## config.mk

```make
export PLATFORM = sky130hd
export DESIGN_NAME = regfile_write_demux
export DESIGN_NICKNAME = d
export VERILOG_FILES = /design/src/rtl/regfile_write_demux.sv
export SDC_FILE = /design/constraint.sdc
export NUM_CORES = 1
export LEC_CHECK = 0
export ABC_CLOCK_PERIOD_IN_PS = 4110
export BUFFER_PORTS_ARGS = -buffer_cell sky130_fd_sc_hd__buf_4
export CAP_MARGIN = 10
export CORE_AREA = 2 2 429 431
export CTS_CLUSTER_DIAMETER = 30
export DETAILED_ROUTE_END_ITERATION = 6
export DIE_AREA = 0 0 431 433
export RECOVER_POWER = 100
export SKIP_LAST_GASP = 1
export SLEW_MARGIN = 20
export SYNTH_ARGS = -nofsm -noshare
export SYNTH_HDL_FRONTEND = slang
export SYNTH_SLANG_ARGS = --single-unit
export TNS_END_PERCENT = 20
```

## constraint.sdc

```tcl
create_clock -name clk -period 4.11 [get_ports clk]
set_clock_uncertainty 0.2 [all_clocks]
set_input_delay 0.822 -clock clk [delete_from_list [all_inputs] [get_ports clk]]
set_output_delay 0.822 -clock clk [all_outputs]
set_load 0.005 [all_outputs]
```

## src/rtl/regfile_write_demux.sv

```systemverilog
// Write side of the 32 x 32-bit register file: registered one-hot decode stage, commit stage and bulk clear.
// Build option: define REG0_ZERO_EN to hardwire register 0 to zero (writes to it still handshake normally).
module regfile_write_demux (
    input  logic          clk,
    input  logic          rst_n,
    input  logic          wr_valid,
    output logic          wr_ready,
    input  logic [4:0]    wr_addr,
    input  logic [31:0]   wr_data,
    input  logic          clr_req,
    output logic          wr_done,
    output logic          clr_busy,
    output logic [31:0]   wr_onehot,
    output logic [1023:0] regs
);

`ifdef REG0_ZERO_EN
    localparam bit REG0_HARD = 1'b1;
`else
    localparam bit REG0_HARD = 1'b0;
`endif

    typedef enum logic {IDLE = 1'b0, CLEAR = 1'b1} state_t;

    state_t             state_r;
    logic [4:0]         cnt_r;
    logic [31:0]        data_r;
    logic [31:0][31:0]  regs_r;
    logic               accept_s;

    assign wr_ready = (state_r == IDLE) && !clr_req;
    assign accept_s = wr_valid && wr_ready;
    assign regs     = regs_r;

    // Control FSM: IDLE accepts writes, CLEAR walks cnt_r across all registers
    always_ff @(posedge clk or negedge rst_n) begin
        if (!rst_n) begin
            state_r  <= IDLE;
            cnt_r    <= 5'd0;
            clr_busy <= 1'b0;
        end else begin
            case (state_r)
                IDLE: begin
                    if (clr_req) begin
                        state_r  <= CLEAR;
                        cnt_r    <= 5'd0;
                        clr_busy <= 1'b1;
                    end else begin
                        state_r  <= IDLE;
                        cnt_r    <= cnt_r;
                        clr_busy <= 1'b0;
                    end
                end
                CLEAR: begin
                    cnt_r <= cnt_r + 5'd1;
                    if (cnt_r == 5'd31) begin
                        state_r  <= IDLE;
                        clr_busy <= 1'b0;
                    end else begin
                        state_r  <= CLEAR;
                        clr_busy <= 1'b1;
                    end
                end
                default: begin
                    state_r  <= IDLE;
                    cnt_r    <= 5'd0;
                    clr_busy <= 1'b0;
                end
            endcase
        end
    end

    // Stage 1: capture decoded address and data; wr_done flags the commit one cycle later
    always_ff @(posedge clk or negedge rst_n) begin
        if (!rst_n) begin
            wr_onehot <= 32'd0;
            data_r    <= 32'd0;
            wr_done   <= 1'b0;
        end else begin
            wr_done <= |wr_onehot;
            if (accept_s) begin
                wr_onehot <= 32'd1 << wr_addr;
                data_r    <= wr_data;
            end else begin
                wr_onehot <= 32'd0;
                data_r    <= data_r;
            end
        end
    end

    // Register array: commit from stage 1, or zero the register under the clear counter
    always_ff @(posedge clk or negedge rst_n) begin
        if (!rst_n) begin
            regs_r <= '0;
        end else begin
            for (int k = 0; k < 32; k++) begin
                if (REG0_HARD && (k == 0)) begin
                    regs_r[k] <= 32'd0;
                end else if (wr_onehot[k]) begin
                    regs_r[k] <= data_r;
                end else if ((state_r == CLEAR) && (cnt_r == 5'(k))) begin
                    regs_r[k] <= 32'd0;
                end else begin
                    regs_r[k] <= regs_r[k];
                end
            end
        end
    end

endmodule

```

# Yosys cells after proc, flatten, opt, wreduce, memory -nomap -nowiden
# Cells that the tools add are included.
# totals
ff_bits	1095
inputBits	41
# op_classes
bitwise	1
addsub	1
mux	70
n_shift	1
n_reduce_logical	69
n_eq_ne	32
# ops
op	n
two-way mux 32 bit	65
equality test 5 bit (second input constant)	16
nonzero test 2 bit	32
equality test 5 x 4 -> 1 bit (second input constant)	8
logical AND 1 bit	34
OR reduction 32 bit	1
left shift 1 x 5 -> 32 bit (first input constant)	1
equality test 5 x 3 -> 1 bit (second input constant)	4
equality test 5 x 2 -> 1 bit (second input constant)	2
one-hot mux 5 bit (2 select lines)	1
adder 5 x 1 -> 5 bit (second input constant)	1
equality test 5 x 1 -> 1 bit (second input constant)	1
zero test 5 bit	1
two-way mux 5 bit	1
two-way mux 1 bit	2
inequality test 2 bit (second input constant)	1
one-hot mux 1 bit (2 select lines)	1
zero test 1 bit	1
inverter 1 bit	1

# Logic depth before layout (Yosys ltp)
# Gate-level depths: netlist (run 1).
# logic_depth
depth_word	4
mapped_depth	6
ltp_nobuf	5

# Least setup slack after synthesis (run 1)
# Ideal clock, no wire load.
# synth_timing
kind	input -> output
from	in clr_req
to	out wr_ready
t_arrival_ns	1.111
slack_ns	1.977
cell_stages	1
cell_sequence	nor2_1
# synth_between
elab_chain_cells	2
# synth_rtl
item	line	source
start: declaration	10	input logic clr_req,
zero test 1 bit	31	assign wr_ready = (state_r == IDLE) && !clr_req;
logical AND 1 bit	31	
end: declaration	7	output logic wr_ready,
# No other way between the ends.

# Worst setup path in the final report (run 1)
# layout_timing
from	reg wr_onehot[9]
to	reg regs_r, in the netlist regs[314]
# layout_between
elab_chain_cells	1
# layout_rtl
item	line	source
start: declaration	13	output logic [31:0] wr_onehot,
start signal: assignment	82	wr_onehot <= 32'd1 << wr_addr;
two-way mux 32 bit / nonzero test 2 bit (equally long branches)	-	
end signal: indexed assignment	100	regs_r[k] <= data_r;
end signal: indexed assignment	104	regs_r[k] <= regs_r[k];
end: declaration	28	logic [31:0][31:0] regs_r;
# Several ways; a longest one is shown, not always the timed one.
# A chain may end at the register's enable or synchronous reset.

==> flow_summary.json, run 1 <==
{
  "setup.worst_path.class": "flip-flop to flip-flop",
  "total_instance_count_after_detailed_placement": 6576,
  "area.growth.synth_to_final_pct": 42.0,
  "final_nets": 4551,
  "n_fill_cell": 18400,
  "seq_area_um2": 27400,
  "postPlaceCellArea_um2": 53800,
  "ioPinCount": 1100,
  "globalRouteOverflowTotal": 0,
  "post_synth_and_or_nand_nor_area_fraction_pct": 7.63,
  "synth.most_common_cell": "sky130_fd_sc_hd__dfrtp_1",
  "critical_path.endpoint_type": "flip-flop",
  "post-route-period-util_pct": 87.9,
  "clock_tree_from_tritoncts": "built",
  "synthesis.area_um2": 42700,
  "multi_input_area_um2": 13700,
  "synth_fa_ha_area_share_pct": 0.176,
  "post_synth_main_area_contributors": "sky130_fd_sc_hd__dfrtp_1 (64%), sky130_fd_sc_hd__mux2i_1 (16%), sky130_fd_sc_hd__a22o_1 (7.2%)",
  "postRouteAntennaNets": 0,
  "hold_path_class": "primary input to flip-flop",
  "vdd_drop_max_uv": 429,
  "syn_nets": 3366,
  "cellLeakagePower_nw": 28.3,
  "initial_antenna_violation_count": 23,
  "timing_worst_slew_pin_value_ns": 2.73,
  "dieWidth_um": 431,
  "drt-vias-per-instance": 4.78,
  "layoutNonFillerInstCount": 7091,
  "via_count": 33900,
  "arrival_ns": 4.04,
  "yosys.area_share.xor_xnor_pct": 0.0410,
  "cts_max_level": 5,
  "power_share_of_the_clock_group_pct": 54.2,
  "clock-root-buffer": "sky130_fd_sc_hd__clkbuf_16",
  "synth.yosys.seq_area_share_pct": 64.2,
  "cts_sinks": 1095,
  "fin_hold_ws_ns": 0.134,
  "max_clock_freq_mhz": 277,
  "failed_checks": "max-capacitance violations, max-slew violations",
  "synth-compound-area-share_pct": 7.51,
  "synthDistinctLibCells": 38,
  "p_sw_share_pct": 31.0,
  "switchingPower_mw": 12.3,
  "floorplan.die_area_um2": 187000,
  "worst-path-max-fanout": 32,
  "ys.flop_type": "sky130_fd_sc_hd__dfrtp_1",
  "drt-wirelength-per-cell_um": 29.3,
  "period_needed_ns": 3.61,
  "synth_top_cells_by_count": "sky130_fd_sc_hd__dfrtp_1 (1095), sky130_fd_sc_hd__nor2_1 (706), sky130_fd_sc_hd__mux2i_1 (672)",
  "p_int_mw": 27.4,
  "hold_viol": 0,
  "fin_area_um2": 60600,
  "finalSetupViolCount": 0,
  "sum_of_net_half_perimeters_after_detailed_placement_um": 139000,
  "grt_first_pass_wirelength_um": 282000,
  "synth_edf_count": 0,
  "synthesis.instances": 3319,
  "yosysTopAreaCell": "sky130_fd_sc_hd__dfrtp_1",
  "run_status": "complete, but fails checks",
  "drive_above_1_share_pct": 23.9,
  "cts_resized": 0,
  "worst_skew_pair_latency_ns": 0.92,
  "power.share.combinational_pct": 11.7,
  "drt_wl_total_um": 208000,
  "worst-endpoint-required_ns": 4.54,
  "grt_max_degree": 81,
  "floorplan.initialDensity_pct": 23.4,
  "proportion_of_netlist_area_held_by_the_largest_area_contributor_pct": 64.2,
  "first_global_vias": 34300,
  "drt_first_pass_iters": 5,
  "maxSlewViolCount": 421,
  "dr.first_iter.drc_count": 2494,
  "setup_repair_after_global_routing_missed_its_margin": "false",
  "drv.max_cap_violation_count": 14,
  "synth_seq_cells": 1095,
  "cts.clk_slew.worst_paths_ns": 0.05,
  "main_combinational_cell_family_by_area_after_synthesis": "multiplexers",
  "totalPowerFinal_mw": 39.7,
  "placement_rows": 157,
  "syn_area_per_cell_um2": 12.9,
  "seq_power_share_pct": 34.2,
  "yosysWarnings": 0,
  "drcViolationCount": 0,
  "relSlewSlack_pct": -81.7,
  "yosys-mux-area-fraction_pct": 16.6,
  "async_reset_ff_share_pct": 100,
  "worst_setup_path_start_kind": "flip-flop",
  "area_of_the_placeable_core_um2": 182000,
  "place_congestion": 0.807,
  "fin_setup_tns_ns": 0,
  "global_route.usage.total_pct": 21.6,
  "cts_made_buffers": 278,
  "die_height_um": 433,
  "cts_buffer_depth": 4,
  "power.density_nw_per_um2": 655,
  "port_buffers": 1099
}
## cell usage in the layout (no fill, tap or decap), drive strengths merged, types with 9 or more instances in the layout
cell type and count:
clkinvlp 15, mux2i 672, inv 10, clkinv 60
bufinv 30, diode 9, clkbuf 1447, nor2 706
dlygate4sd3 33, nor3b 19, mux2 32, dfrtp 1095
a21oi 11, a22o 353, buf 152
## final timing paths
| check | from | end | slack [ns] | depth (start not counted) |
|---|---|---|---|---|
| worst max-delay path | wr_onehot[9] | regs[314] | 0.50 | 4 |
| worst min-delay path | wr_addr[2] | wr_onehot[8] | 0.13 | 4 |
| worst max register to register | wr_onehot[9] | regs[314] | 0.50 | 4 |
| worst min register to register | regs[994] | regs[994] | 0.29 | 1 |
| max in group asynchronous | rst_n | data_r[31] | 0.65 | 3 |
| min in group asynchronous | rst_n | regs[498] | 1.14 | 2 |
## state kept, by name (all words and copies together) (netlist names)
register	count
cnt_r	5
data_r	32
regs	1024
wr_onehot	32
state_r	1
wr_done	1
## power by group through the flow
stage	Combinational, mW	Clock (mW)	Sequential (mW)
global route	4.85	22.4	13.6
finish	4.63	21.5	13.6
detailed placement	4.95	0	13.8
global placement	4.91	0	13.8
floorplan	2.67	0	11.6
CTS	4.99	21.8	13.6
## metrics by stage
stage          util [%]  setup slack (ns)
5_1_grt            33.3             0.331
3_3_place_gp       29.5              1.40
6_report           33.3             0.495
3_5_place_dp       29.5              1.40
2_1_floorplan         -              1.98
4_1_cts            34.8             0.692
## cell type report
class	count	area share, %
Inverter	5	0.0310
Sequential cell	1095	45.3
Clock inverter	110	2.33
Tap cell	2385	4.92
Multi-Input combinational cell	1855	22.5
Antenna cell	9	0.0372
Clock buffer	363	12.8
Timing Repair Buffer	1269	12.0
## worst max-delay path, stage by stage (launching register included)
cell and delay, ns:
sky130_fd_sc_hd__dfrtp_1 0.62, sky130_fd_sc_hd__buf_4 0.45, sky130_fd_sc_hd__nor3_4 0.25, sky130_fd_sc_hd__clkbuf_1 1.69, sky130_fd_sc_hd__nor2_1 0.12
## kinds of logic (layout without fill, tap and decap cells)
kind of cell             after synthesis  count (layout)
AO/OA/AOI/OAI                        369             369
XOR/XNOR                               2               2
adder cells (fa/ha/maj)                6               6
buffers and inverters                369            1747
flip-flops                          1095            1095
multiplexers                         704             704
other                                  0               9
AND/OR/NAND/NOR                      774             774
## per-layer routing
| layer | track usage, % | vias to the layer above | part of all wire, % | wire length [um] |
|---|---|---|---|---|
| met3 | 6.15 | 533 | 7.9 | 16500 |
| met4 | 11.5 | 0 | 5.5 | 11500 |
| met5 | 0 | - | 0 | 0 |
| met1 | 25.6 | 17700 | 39 | 80100 |
| li1 | - | 13900 | - | - |
| met2 | 35.4 | 1799 | 48 | 99700 |
## timing repair
item,CTS,global route
endpoints found under the setup margin,0,0
endpoints found under the hold margin,66,0
buffers inserted,0,0
hold buffers,33,0
(Power assumes the default switching activity.)
==> run 2, diff against run 1 <==
Settings changed: ABC_CLOCK_PERIOD_IN_PS 4110 to 2900, CTS_BUF_LIST set to sky130_fd_sc_hd__clkbuf_2 sky130_fd_sc_hd__clkbuf_4 sky130_fd_sc_hd__clkbuf_8.
Clock period 4.11 ns to 2.9 ns, I/O delays scaled along.
==> flow_summary.json, run 2 (same netlist as run 1, synthesis figures left out) <==
{
  "clock-root-buffer": "sky130_fd_sc_hd__clkbuf_8",
  "maxSlewViolCount": 22,
  "floorplan.initialDensity_pct": 23.4,
  "postRouteAntennaNets": 0,
  "drt-vias-per-instance": 4.70,
  "setup.worst_path.class": "flip-flop to output port",
  "cts_buffer_depth": 4,
  "area.growth.synth_to_final_pct": 43.4,
  "drt_wl_total_um": 205000,
  "sum_of_net_half_perimeters_after_detailed_placement_um": 138000,
  "cts.clk_slew.worst_paths_ns": 0.05,
  "final_nets": 4641,
  "arrival_ns": 2.09,
  "fin_area_um2": 61200,
  "dr.first_iter.drc_count": 2501,
  "cellLeakagePower_nw": 30.4,
  "slowest_delay_ns": 0.92,
  "drt_first_pass_iters": 5,
  "failed_checks": "max-capacitance violations, max-slew violations",
  "relSlewSlack_pct": -13.1,
  "cpLargestDelayFamily": "flip-flops",
  "hold_path_class": "flip-flop to flip-flop",
  "finalSetupViolCount": 0,
  "detailedPlace.worstSlack_ns": 0.420,
  "cts_max_level": 5,
  "place_congestion": 0.813,
  "drive_above_1_share_pct": 39.3,
  "postPlaceCellArea_um2": 54500,
  "grt_first_pass_wirelength_um": 277000,
  "global_route.usage.total_pct": 21.3,
  "drv.max_cap_violation_count": 1,
  "sequence_of_cells_on_the_critical_path": "buf_4",
  "floorplan.die_area_um2": 187000,
  "power.density_nw_per_um2": 782,
  "totalPowerFinal_mw": 47.8,
  "initial_antenna_violation_count": 20,
  "run_status": "complete, but fails checks",
  "globalRouteOverflowTotal": 0,
  "drt-wirelength-per-cell_um": 28.6,
  "cts_made_buffers": 281,
  "setup_repair_after_global_routing_missed_its_margin": "true",
  "layout_setup_ws_ns": 0.0301,
  "post-route-period-util_pct": 99.0,
  "worst_setup_path_start_kind": "flip-flop",
  "hold_viol": 0,
  "drcViolationCount": 0,
  "mostFrequentLayoutCells": "sky130_fd_sc_hd__buf_4 (1207), sky130_fd_sc_hd__dfrtp_1 (1031), sky130_fd_sc_hd__nor2_1 (705)",
  "worst_skew_pair_latency_ns": 1.01,
  "critical_path.endpoint_type": "output port",
  "first_global_vias": 33800,
  "area_of_the_placeable_core_um2": 182000,
  "clock_tree_from_tritoncts": "built",
  "ioPinCount": 1100,
  "worst-endpoint-required_ns": 2.12,
  "layout_commonest_cell": "sky130_fd_sc_hd__buf_4",
  "layout.core_utilization_pct": 33.6,
  "timing_worst_slew_pin_value_ns": 1.70,
  "period_needed_ns": 2.87,
  "dieWidth_um": 431,
  "largest_register_ffs": 1024,
  "via_count": 33800,
  "fin_hold_ws_ns": 0.293,
  "worst_path_max_delay_cell": "sky130_fd_sc_hd__dfrtp_2",
  "die_height_um": 433,
  "max_clock_freq_mhz": 348,
  "vdd_drop_max_uv": 611,
  "port_buffers": 1099,
  "cts_sinks": 1095,
  "grt_max_degree": 112,
  "placement_rows": 157,
  "critPathBufInv": 1,
  "worst-path-max-fanout": 13
}
[run 2: path summary, 6_finish.rpt]
| path | endpoint | slack (ns) | cells after the start | from |
|---|---|---|---|---|
| setup / recovery | wr_onehot[15] | 0.03 | 1 | wr_onehot[15] |
| hold / removal | regs[131] | 0.29 | 1 | regs[131] |
| setup reg to reg | wr_onehot[4] | 0.26 | 6 | state_r |
| hold reg to reg | regs[131] | 0.29 | 1 | regs[131] |
| max in group asynchronous | regs[775] | 0.12 | 4 | rst_n |
| min in group asynchronous | regs[544] | 1.15 | 3 | rst_n |
[run 2: metrics by stage]
step / instances / setup TNS, ns
2_1_floorplan: 3319 / 0
3_3_place_gp: 6613 / 0
3_5_place_dp: 6613 / 0
4_1_cts: 7176 / -0.669
5_1_grt: 7179 / -0.252
6_report: 7185 / 0
[run 2: per-layer routing]
layer	vias up	global-route usage (%)	routed length (um)	part of all wire, %
met5	-	0	7	0.0034
met4	2	9.55	9500	4.6
met3	468	6.34	17000	8.3
met2	1788	35.0	99000	48
met1	17500	25.6	79800	39
li1	14000	-	-	-
[run 2: area by class of cell]
class	instances	area, um^2
timing repair buffer	1356	10800
antenna	9	22.5
multi-input combinational	1855	13900
fill	18100	121000
sequential	1095	27500
clock buffer	395	5070
inverter	5	18.8
tap	2385	2980
clock inverter	85	966
[run 2: power by group]
part / total, mW / switching (mW) / internal [mW]
Clock: 20.7 / 7.77 / 12.9
Sequential: 18.2 / 2.28 / 15.9
Combinational: 8.94 / 6.23 / 2.71
[run 2: repair_timing]
action | 4_1_cts | 5_1_grt
pin swaps | 1 | 1
gates resized for setup | 3 | 1
hold endpoints to repair | 1102 | 0
setup endpoints to repair | 11 | 5
hold buffers | 80 | 0
buffers inserted | 3 | 0
gates cloned | 0 | 0
